===== config.mk =====
export PLATFORM = sky130hd
export DESIGN_NAME = regmap_rename_ctrl_flat
export DESIGN_NICKNAME = d
export VERILOG_FILES = /design/src/rtl/regmap_rename_ctrl_if.sv /design/src/rtl/regmap_rename_ctrl.sv /design/src/flat_wrapper.sv
export SDC_FILE = /design/constraint.sdc
export NUM_CORES = 1
export LEC_CHECK = 0
export ABC_AREA = 0
export CAP_MARGIN = 10
export CORE_ASPECT_RATIO = 0.5
export CORE_UTILIZATION = 40
export DETAILED_ROUTE_END_ITERATION = 10
export PLACE_DENSITY = 0.76
export SYNTH_ARGS = -nofsm -noshare
export SYNTH_HDL_FRONTEND = slang
export SYNTH_SLANG_ARGS = --single-unit

===== constraint.sdc =====
create_clock -name clk -period 5.1 [get_ports clk]
set_clock_uncertainty 0.15 [all_clocks]
set_input_delay 1.53 -clock clk [delete_from_list [all_inputs] [get_ports clk]]
set_output_delay 1.53 -clock clk [all_outputs]
set_load 0.01 [all_outputs]

===== src/rtl/regmap_rename_ctrl_if.sv =====
// Rename controller bus: dispatch handshake, regmap lookup/rename ports,
// retire strobe, operand-valid strobe and ROB occupancy.
//   slave  : the rename controller (consumes i_*, drives o_*)
//   master : the surrounding pipeline / testbench
interface regmap_rename_ctrl_if #(
  parameter int TAG_WIDTH = 5,
  parameter int REG_WIDTH = 5
);
  logic                 i_flush;
  logic                 i_dispatch_valid;
  logic                 o_dispatch_ready;
  logic [REG_WIDTH-1:0] i_dispatch_rsrc0;
  logic [REG_WIDTH-1:0] i_dispatch_rsrc1;
  logic [REG_WIDTH-1:0] i_dispatch_rdest;
  logic                 i_dispatch_wr_rd;
  logic                 o_regmap_lookup_valid;
  logic [REG_WIDTH-1:0] o_regmap_lookup_rsrc0;
  logic [REG_WIDTH-1:0] o_regmap_lookup_rsrc1;
  logic                 o_regmap_rename_en;
  logic [REG_WIDTH-1:0] o_regmap_rename_rdest;
  logic [TAG_WIDTH-1:0] o_regmap_rename_tag;
  logic                 i_retire_en;
  logic                 o_operands_valid;
  logic [TAG_WIDTH-1:0] o_operands_tag;
  logic [TAG_WIDTH:0]   o_rob_count;
  logic                 o_rob_full;

  modport slave (
    input  i_flush, i_dispatch_valid, i_dispatch_rsrc0, i_dispatch_rsrc1,
           i_dispatch_rdest, i_dispatch_wr_rd, i_retire_en,
    output o_dispatch_ready, o_regmap_lookup_valid, o_regmap_lookup_rsrc0,
           o_regmap_lookup_rsrc1, o_regmap_rename_en, o_regmap_rename_rdest,
           o_regmap_rename_tag, o_operands_valid, o_operands_tag,
           o_rob_count, o_rob_full
  );

  modport master (
    output i_flush, i_dispatch_valid, i_dispatch_rsrc0, i_dispatch_rsrc1,
           i_dispatch_rdest, i_dispatch_wr_rd, i_retire_en,
    input  o_dispatch_ready, o_regmap_lookup_valid, o_regmap_lookup_rsrc0,
           o_regmap_lookup_rsrc1, o_regmap_rename_en, o_regmap_rename_rdest,
           o_regmap_rename_tag, o_operands_valid, o_operands_tag,
           o_rob_count, o_rob_full
  );
endinterface


===== src/rtl/regmap_rename_ctrl.sv =====
// Rename-stage controller. Allocates ROB tags from a circular allocator,
// drives regmap lookup/rename strobes in the accept cycle, frees tags on
// retire and holds dispatch off for a fixed window after a flush.
// Ports:
//   clk, n_rst : clock, asynchronous active-low reset
//   bus        : regmap_rename_ctrl_if.slave (dispatch, regmap, retire,
//                operand strobe, ROB occupancy)
module regmap_rename_ctrl #(
  parameter int TAG_WIDTH    = 5,
  parameter int REG_WIDTH    = 5,
  parameter int FLUSH_CYCLES = 2
) (
  input  logic                  clk,
  input  logic                  n_rst,
  regmap_rename_ctrl_if.slave   bus
);
  localparam int ROB_DEPTH = 1 << TAG_WIDTH;
  localparam logic [3:0] FLUSH_RELOAD = 4'(FLUSH_CYCLES - 1);

  typedef enum logic {RUN, FLUSH} state_e;

  state_e               state_q;
  logic [TAG_WIDTH-1:0] head_q, tail_q;
  logic [TAG_WIDTH:0]   count_q;
  logic [3:0]           flush_cnt_q;
  logic                 opv_q;
  logic [TAG_WIDTH-1:0] optag_q;

  logic full, ready, accept, retire;

  assign full   = (count_q == (TAG_WIDTH+1)'(ROB_DEPTH));
  // n_rst gating keeps every regmap strobe quiet while reset is held.
  assign ready  = n_rst & (state_q == RUN) & ~full & ~bus.i_flush;
  assign accept = bus.i_dispatch_valid & ready;
  // Flush wins over retire; an empty ROB has nothing to retire.
  assign retire = bus.i_retire_en & (count_q != '0) & (state_q == RUN) & ~bus.i_flush;

  assign bus.o_dispatch_ready      = ready;
  assign bus.o_regmap_lookup_valid = accept;
  assign bus.o_regmap_lookup_rsrc0 = bus.i_dispatch_rsrc0;
  assign bus.o_regmap_lookup_rsrc1 = bus.i_dispatch_rsrc1;
  // r0 is hardwired, never renamed; the tag is still consumed.
  assign bus.o_regmap_rename_en    = accept & bus.i_dispatch_wr_rd & (bus.i_dispatch_rdest != '0);
  assign bus.o_regmap_rename_rdest = bus.i_dispatch_rdest;
  assign bus.o_regmap_rename_tag   = tail_q;
  assign bus.o_operands_valid      = opv_q;
  assign bus.o_operands_tag        = optag_q;
  assign bus.o_rob_count           = count_q;
  assign bus.o_rob_full            = full;

  always_ff @(posedge clk or negedge n_rst) begin
    if (!n_rst) begin
      state_q     <= RUN;
      head_q      <= '0;
      tail_q      <= '0;
      count_q     <= '0;
      flush_cnt_q <= '0;
      opv_q       <= 1'b0;
      optag_q     <= '0;
    end else begin
      // One-cycle delay lines up with the regmap's registered lookup data;
      // accept is already zero in a flush cycle.
      opv_q <= accept;
      if (accept) optag_q <= tail_q;

      if (bus.i_flush) begin
        head_q      <= '0;
        tail_q      <= '0;
        count_q     <= '0;
        flush_cnt_q <= FLUSH_RELOAD;
        state_q     <= FLUSH;
      end else begin
        if (accept) tail_q <= tail_q + 1'b1;
        if (retire) head_q <= head_q + 1'b1;
        if (accept && !retire)      count_q <= count_q + 1'b1;
        else if (!accept && retire) count_q <= count_q - 1'b1;

        if (state_q == FLUSH) begin
          if (flush_cnt_q == '0) state_q <= RUN;
          else                   flush_cnt_q <= flush_cnt_q - 1'b1;
        end
      end
    end
  end
endmodule


===== src/flat_wrapper.sv =====
// flat-port wrapper written by rule: the top's interface ports become plain ports
module regmap_rename_ctrl_flat 
#(
  parameter int TAG_WIDTH    = 5,
  parameter int REG_WIDTH    = 5,
  parameter int FLUSH_CYCLES = 2
)
  (clk, n_rst, bus_i_flush, bus_i_dispatch_valid, bus_i_dispatch_rsrc0, bus_i_dispatch_rsrc1, bus_i_dispatch_rdest, bus_i_dispatch_wr_rd, bus_i_retire_en, bus_o_dispatch_ready, bus_o_regmap_lookup_valid, bus_o_regmap_lookup_rsrc0, bus_o_regmap_lookup_rsrc1, bus_o_regmap_rename_en, bus_o_regmap_rename_rdest, bus_o_regmap_rename_tag, bus_o_operands_valid, bus_o_operands_tag, bus_o_rob_count, bus_o_rob_full);
  regmap_rename_ctrl_if #(.TAG_WIDTH(TAG_WIDTH), .REG_WIDTH(REG_WIDTH)) bus_i ();
  input  logic clk;
  input  logic n_rst;
  input wire logic [$bits(bus_i.i_flush)-1:0] bus_i_flush;
  input wire logic [$bits(bus_i.i_dispatch_valid)-1:0] bus_i_dispatch_valid;
  input wire logic [$bits(bus_i.i_dispatch_rsrc0)-1:0] bus_i_dispatch_rsrc0;
  input wire logic [$bits(bus_i.i_dispatch_rsrc1)-1:0] bus_i_dispatch_rsrc1;
  input wire logic [$bits(bus_i.i_dispatch_rdest)-1:0] bus_i_dispatch_rdest;
  input wire logic [$bits(bus_i.i_dispatch_wr_rd)-1:0] bus_i_dispatch_wr_rd;
  input wire logic [$bits(bus_i.i_retire_en)-1:0] bus_i_retire_en;
  output wire logic [$bits(bus_i.o_dispatch_ready)-1:0] bus_o_dispatch_ready;
  output wire logic [$bits(bus_i.o_regmap_lookup_valid)-1:0] bus_o_regmap_lookup_valid;
  output wire logic [$bits(bus_i.o_regmap_lookup_rsrc0)-1:0] bus_o_regmap_lookup_rsrc0;
  output wire logic [$bits(bus_i.o_regmap_lookup_rsrc1)-1:0] bus_o_regmap_lookup_rsrc1;
  output wire logic [$bits(bus_i.o_regmap_rename_en)-1:0] bus_o_regmap_rename_en;
  output wire logic [$bits(bus_i.o_regmap_rename_rdest)-1:0] bus_o_regmap_rename_rdest;
  output wire logic [$bits(bus_i.o_regmap_rename_tag)-1:0] bus_o_regmap_rename_tag;
  output wire logic [$bits(bus_i.o_operands_valid)-1:0] bus_o_operands_valid;
  output wire logic [$bits(bus_i.o_operands_tag)-1:0] bus_o_operands_tag;
  output wire logic [$bits(bus_i.o_rob_count)-1:0] bus_o_rob_count;
  output wire logic [$bits(bus_i.o_rob_full)-1:0] bus_o_rob_full;
  assign bus_i.i_flush = bus_i_flush;
  assign bus_i.i_dispatch_valid = bus_i_dispatch_valid;
  assign bus_i.i_dispatch_rsrc0 = bus_i_dispatch_rsrc0;
  assign bus_i.i_dispatch_rsrc1 = bus_i_dispatch_rsrc1;
  assign bus_i.i_dispatch_rdest = bus_i_dispatch_rdest;
  assign bus_i.i_dispatch_wr_rd = bus_i_dispatch_wr_rd;
  assign bus_i.i_retire_en = bus_i_retire_en;
  assign bus_o_dispatch_ready = bus_i.o_dispatch_ready;
  assign bus_o_regmap_lookup_valid = bus_i.o_regmap_lookup_valid;
  assign bus_o_regmap_lookup_rsrc0 = bus_i.o_regmap_lookup_rsrc0;
  assign bus_o_regmap_lookup_rsrc1 = bus_i.o_regmap_lookup_rsrc1;
  assign bus_o_regmap_rename_en = bus_i.o_regmap_rename_en;
  assign bus_o_regmap_rename_rdest = bus_i.o_regmap_rename_rdest;
  assign bus_o_regmap_rename_tag = bus_i.o_regmap_rename_tag;
  assign bus_o_operands_valid = bus_i.o_operands_valid;
  assign bus_o_operands_tag = bus_i.o_operands_tag;
  assign bus_o_rob_count = bus_i.o_rob_count;
  assign bus_o_rob_full = bus_i.o_rob_full;
  regmap_rename_ctrl #(.TAG_WIDTH(TAG_WIDTH), .REG_WIDTH(REG_WIDTH), .FLUSH_CYCLES(FLUSH_CYCLES)) u_core (.clk(clk), .n_rst(n_rst), .bus(bus_i));
endmodule

==> results.cfg, run 1 <==
[critical_path]
reg2regPathDepth = 11
critPathLaunchType = input pin
r2r_end = u_core.bus.o_rob_count[5]
crit_buf_inv = 2
r2r_slack_ns = 2.17
endpoint_kind = primary output
worstPathRequired_ns = 3.42
path_max_fanout = 4
crit_slowest_cell = clkdlybuf4s50_1
max_stage_delay_ns = 0.53
timing_worst_setup_path_type = input pin to primary output
path_cells = clkdlybuf4s50_1 > and4bb_1 > a21boi_2 > o311a_1 > clkdlybuf4s50_1
cp.arrival_ns = 3.30
critPathMostFrequentCell = clkdlybuf4s50_1
critPathTopFamily = buffers and inverters
rr_startpoint = u_core.state_q

[pwr]
clockPowerShare = 0.207
swShare = 0.3533
p_sw_w = 0.0002701
pwr-share-seq = 0.350
p_leak_nw = 0.7551
p_per_area_mw_per_mm2 = 436.8
combPwrFrac = 0.443
vdd_ir_drop_max_mv = 0.2047
internal-power_w = 0.0004945

[die]
core-area_sq_mm = 0.003153
die_area_sq_mm = 0.003723
pin_count = 57
die_h_um = 43.65
num_rows = 14
start_util = 0.4401
fp.dieW_um = 85.30

[logic_synthesis]
synth_ff_type = dfrtp_1
yosysTopAreaCell = dfrtp_1
synth_area_per_cell_sq_um = 10.36
synth_area_leaders = dfrtp_1 (40%), buf_4 (8.7%), ha_1 (6.3%)
yosysUniqueCellTypes = 41
async_flop_share = 1.000
yosysTopAreaCellShare = 0.3968
synth_nets = 163
synthCells = 134
ys_warn_count = 0
ys_ff_latch = 22
yosysSeqAreaShare = 0.3968
synthesis.area_sq_mm = 0.001388
synth_edf_count = 0

[layout]
layout_commonest_cell = clkdlybuf4s50_1
final_cells = 199
n_antenna_cell = 0
stdcell_area_sq_mm = 0.001750
final_net_count = 189
drive_gt1_frac = 0.1321
final_cell_mix = clkdlybuf4s50_1 (36), dfrtp_1 (22), nor2_1 (13)
areaGrowthSynthToFinish_pct = 26.15

[hold_path]
min_path_cells = 1
holdCritStartpoint = u_core.bus.o_operands_tag[0]
min_delay_worst_endpoint = u_core.bus.o_operands_tag[0]
hold_class = flop to flop

[sta]
slew_viol_final = 0
fin_setup_tns_ns = 0
maxSlewHeadroom = 0.7278
fin_crit_ns = 4.977
fmax_mhz = 200.9
min_period_over_period = 0.9759
setup_viol = 0
whs_ns = 0.3609
rsz0062_at_grt = no
worstMarginPinSlew_ns = 0.4084
hold_viol = 0

[grt]
grt-ovfl-total = 0
grt_max_degree = 24
grt_pass1_wl_mm = 4.229
antenna_found_initial = 0
first_global_vias = 985
track_usage = 0.1519

[clock_network]
cts_buffer_depth = 2
cts_root_buf = clkbuf_8
htree_levels = 1
cts_resized = 0
clock_insertion_delay_worst_skew_ns = 0.26
postCtsSetupBuffers = 0
tritoncts = built
cts.sinks = 22
holdBufCountCts = 0
clkSlewWorstSetupHoldPaths_ns = 0.07
cts_buffers = 3

[outcome]
status = completed

[detailed_routing]
drt-vias-per-instance = 5.035
drc = 0
first_pass_iters = 3
finalWirelength_mm = 2.545
ant_nets = 0
wl_per_cell_um = 12.79
drtIter0Drc = 33
vias = 1002

[place]
hpwl_mm = 2.011
dp_cells = 195
place_congestion = 0.7396
place_area_sq_mm = 0.001679
port_buffers = 36

[run]
max-cap-violations = 0
-- worst max-delay path by stage --
stage                     slack, ns                         to  cells after the start         from
after floorplan                0.90     bus_o_regmap_rename_en                      4  bus_i_flush
after global placement         0.13  bus_o_regmap_lookup_valid                      5        n_rst
after detailed placement       0.10     bus_o_regmap_rename_en                      5        n_rst
after CTS                      0.10     bus_o_regmap_rename_en                      5        n_rst
after global routing           0.03     bus_o_regmap_rename_en                      5        n_rst
final                          0.12     bus_o_regmap_rename_en                      5        n_rst
-- cell usage after synthesis (2+ instances only) --
cell type / number
a21oi_1: 6
buf_4: 16
dfrtp_1: 22
ha_1: 7
inv_1: 8
mux2_2: 5
nand2_1: 6
nand4_1: 2
nor2_1: 13
nor2b_1: 2
o21a_1: 3
o21ai_0: 4
o21ai_1: 2
or3_1: 3
xnor2_1: 3
xor2_1: 7
-- power groups by stage --
| stage | clock, W | sequential (W) | combinational (W) |
|---|---|---|---|
| 2_1_floorplan | 0 | 0.000270 | 0.000237 |
| 3_5_place_dp | 0 | 0.000271 | 0.000342 |
| 3_3_place_gp | 0 | 0.000269 | 0.000325 |
| 6_report | 0.000158 | 0.000267 | 0.000339 |
| 4_1_cts | 0.000161 | 0.000268 | 0.000344 |
| 5_1_grt | 0.000170 | 0.000275 | 0.000380 |
-- metrics by stage --
| step | total power, W | utilization | setup slack [ns] |
|---|---|---|---|
| 3_5_place_dp | 0.0006132 | 0.5325 | 0.1010 |
| 3_3_place_gp | 0.0005948 | 0.5325 | 0.1307 |
| 4_1_cts | 0.0007728 | 0.5552 | 0.1010 |
| 2_1_floorplan | 0.0005078 | - | 0.8998 |
| 5_1_grt | 0.0008249 | 0.5552 | 0.02801 |
| 6_report | 0.0007647 | 0.5552 | 0.1229 |
-- final cells by class --
class                   instances  area (sq um)
multi-input cells              85         658.1
fillers                       286          1403
well taps                      40         50.05
flip-flops and latches         22         550.5
inverters                       8         30.03
clock inverters                 1         30.03
repair buffers                 40         390.4
clock buffers                   3         41.29
-- per-layer routing --
metal / wire (um) / share of wire / vias up / global-route usage
li1: - / - / 493 / -
met1: 1049 / 0.41 / 474 / 0.1630
met2: 1318 / 0.52 / 28 / 0.2935
met3: 134 / 0.053 / 7 / 0.03619
met4: 43 / 0.017 / 0 / 0.07000
met5: 0 / 0 / - / 0
-- flip-flops by register name (all words and copies together) (netlist names) --
signal / flops
u_core.bus.o_rob_count: 6
u_core.bus.o_operands_tag: 5
u_core.bus.o_regmap_rename_tag: 5
u_core.flush_cnt_q: 4
u_core.bus.o_operands_valid: 1
u_core.state_q: 1
-- kinds of logic after synthesis --
group                    after synthesis  share of synthesized area
XOR/XNOR                              10                    0.06312
buffers and inverters                 27                     0.1289
adder cells (fa/ha/maj)                8                    0.07755
AO/OA/AOI/OAI                         25                     0.1344
multiplexers                           6                    0.04779
AND/OR/NAND/NOR                       36                     0.1515
flip-flops                            22                     0.3968
Power figures use the tool's default switching activity.
==> inputs of run 2 (changes only) <==
--- a/config.mk
+++ b/config.mk
@@ -8,9 +8,12 @@
 export ABC_AREA = 0
 export CAP_MARGIN = 10
 export CORE_ASPECT_RATIO = 0.5
+export CORE_MARGIN = 8
 export CORE_UTILIZATION = 40
+export CTS_CLUSTER_DIAMETER = 120
 export DETAILED_ROUTE_END_ITERATION = 10
 export PLACE_DENSITY = 0.76
+export SKIP_CTS_REPAIR_TIMING = 1
 export SYNTH_ARGS = -nofsm -noshare
 export SYNTH_HDL_FRONTEND = slang
 export SYNTH_SLANG_ARGS = --single-unit
==> run 2 against run 1 <==
Net effect:
- combinational power is essentially flat
- global-route usage shrank 5.0 points
- sequential share of layout area is essentially flat
- die area up 54%
- non-clock buffer count stayed put
- final area rose by 0.14%
- sequential power rose by 1%
- flip-flop and latch count unchanged
- critical endpoint is now bus_o_regmap_lookup_valid
- largest cell class unchanged
==> results.cfg, run 2 (synthesized netlist as in run 1, its figures left out) <==
[clock_network]
htree_levels = 1
cts_buffer_depth = 2
clock_insertion_delay_worst_skew_ns = 0.26
cts_root_buf = clkbuf_8
tritoncts = built
cts_buffers = 3
cts.sinks = 22
clkSlewWorstSetupHoldPaths_ns = 0.07

[grt]
grt_pass1_wl_mm = 4.781
grt_max_degree = 24
grt_util_met3 = 0.03341
grt_use_met2 = 0.1850
met1_usage = 0.1065
antenna_found_initial = 0
busiest_layer = met2
grt-ovfl-total = 0
track_usage = 0.1014
first_global_vias = 1039

[detailed_routing]
drc = 0
wl_per_cell_um = 14.18
finalWirelength_mm = 2.850
ant_nets = 0
first_pass_iters = 4
drtIter0Drc = 32
drt-vias-per-instance = 5.109
vias = 1027

[layout]
final_net_count = 189
largest_register_ffs = 6
n_antenna_cell = 0
areaGrowthSynthToFinish_pct = 26.33
fillers = 295
drive_gt1_frac = 0.1321
final_cell_mix = clkdlybuf4s50_1 (36), dfrtp_1 (22), nor2_1 (13)
stdcell_area_sq_mm = 0.001753
layout_commonest_cell = clkdlybuf4s50_1

[critical_path]
reg2regPathDepth = 11
r2r_end = u_core.bus.o_rob_count[5]
rr_startpoint = u_core.state_q
timing_worst_setup_path_type = input pin to primary output
r2r_slack_ns = 2.21
cp.arrival_ns = 3.28
path_max_fanout = 6
critPathLaunchType = input pin
critPathCapture = bus_o_regmap_lookup_valid
cp-startpoint = n_rst
endpoint_kind = primary output
worstPathRequired_ns = 3.42

[pwr]
vdd_ir_drop_max_mv = 0.1923
combPwrFrac = 0.440
internal-power_w = 0.0004943
p_per_area_mw_per_mm2 = 439.0
clockPowerShare = 0.208
swShare = 0.3575
p_sw_w = 0.0002751
p_leak_nw = 0.7551
pwr-share-seq = 0.352

[run]
max-cap-violations = 0

[die]
num_rows = 15
start_util = 0.4107
fp.dieW_um = 99.30
die_h_um = 57.65
pin_count = 57
die_area_sq_mm = 0.005724
core-area_sq_mm = 0.003378

[place]
pre_cts_ws_ns = 0.1125
port_buffers = 36
place_area_sq_mm = 0.001682
hpwl_mm = 2.255
place_congestion = 0.8226

[sta]
worst_slack_ns = 0.1433
hold_viol = 0
slew_viol_final = 0
worstMarginPinSlew_ns = 0.3855
rsz0062_at_grt = no
maxSlewHeadroom = 0.7430
setup_viol = 0
fin_crit_ns = 4.957
fmax_mhz = 201.7
min_period_over_period = 0.9719
fin_setup_tns_ns = 0
whs_ns = 0.3587

[outcome]
status = completed

[hold_path]
hold_class = flop to flop
## run 2: worst max-delay path, stage by stage
cell             delay (ns)
clkdlybuf4s50_1        0.49
and4bb_1               0.26
a21boi_2               0.25
buf_4                  0.20
clkdlybuf4s50_1        0.54
## run 2: power by group through the flow
stage | Clock, W | Combinational (W) | Sequential (W)
2_1_floorplan | 0 | 0.000237 | 0.000270
3_3_place_gp | 0 | 0.000326 | 0.000270
3_5_place_dp | 0 | 0.000342 | 0.000272
4_1_cts | 0.000163 | 0.000345 | 0.000270
5_1_grt | 0.000168 | 0.000384 | 0.000277
6_report | 0.000160 | 0.000338 | 0.000271
## run 2: routing by layer
metal  share of wire  routed length, um
met1            0.41               1155
met2            0.49               1409
met3           0.082                233
met4           0.018                 51
met5               0                  0
## run 2: how the worst min path moves through the flow
stage,endpoint,cells after the start,from
floorplan,u_core.flush_cnt_q[3],2,u_core.flush_cnt_q[3]
global placement,u_core.bus.o_operands_tag[1],1,u_core.bus.o_operands_tag[1]
detailed placement,u_core.bus.o_operands_tag[0],1,u_core.bus.o_operands_tag[0]
CTS,u_core.bus.o_operands_tag[1],1,u_core.bus.o_operands_tag[1]
global route,u_core.bus.o_operands_tag[1],1,u_core.bus.o_operands_tag[1]
finish,u_core.bus.o_operands_tag[1],1,u_core.bus.o_operands_tag[1]
## run 2: final cells by class
class / instances / area (sq um) / share of cell area
clock inverters: 1 / 30.03 / 0.01713
repair buffers: 40 / 390.4 / 0.2227
inverters: 8 / 30.03 / 0.01713
multi-input cells: 85 / 658.1 / 0.3754
flip-flops and latches: 22 / 550.5 / 0.3141
clock buffers: 3 / 41.29 / 0.02355
well taps: 42 / 52.55 / 0.02998
## run 2: through the flow
step	total power, W	cells	utilization
after floorplan	0.0005078	134	-
after global placement	0.0005961	197	0.4978
after detailed placement	0.0006136	197	0.4978
after CTS	0.0007778	201	0.5189
after global routing	0.0008290	201	0.5189
final	0.0007695	201	0.5189
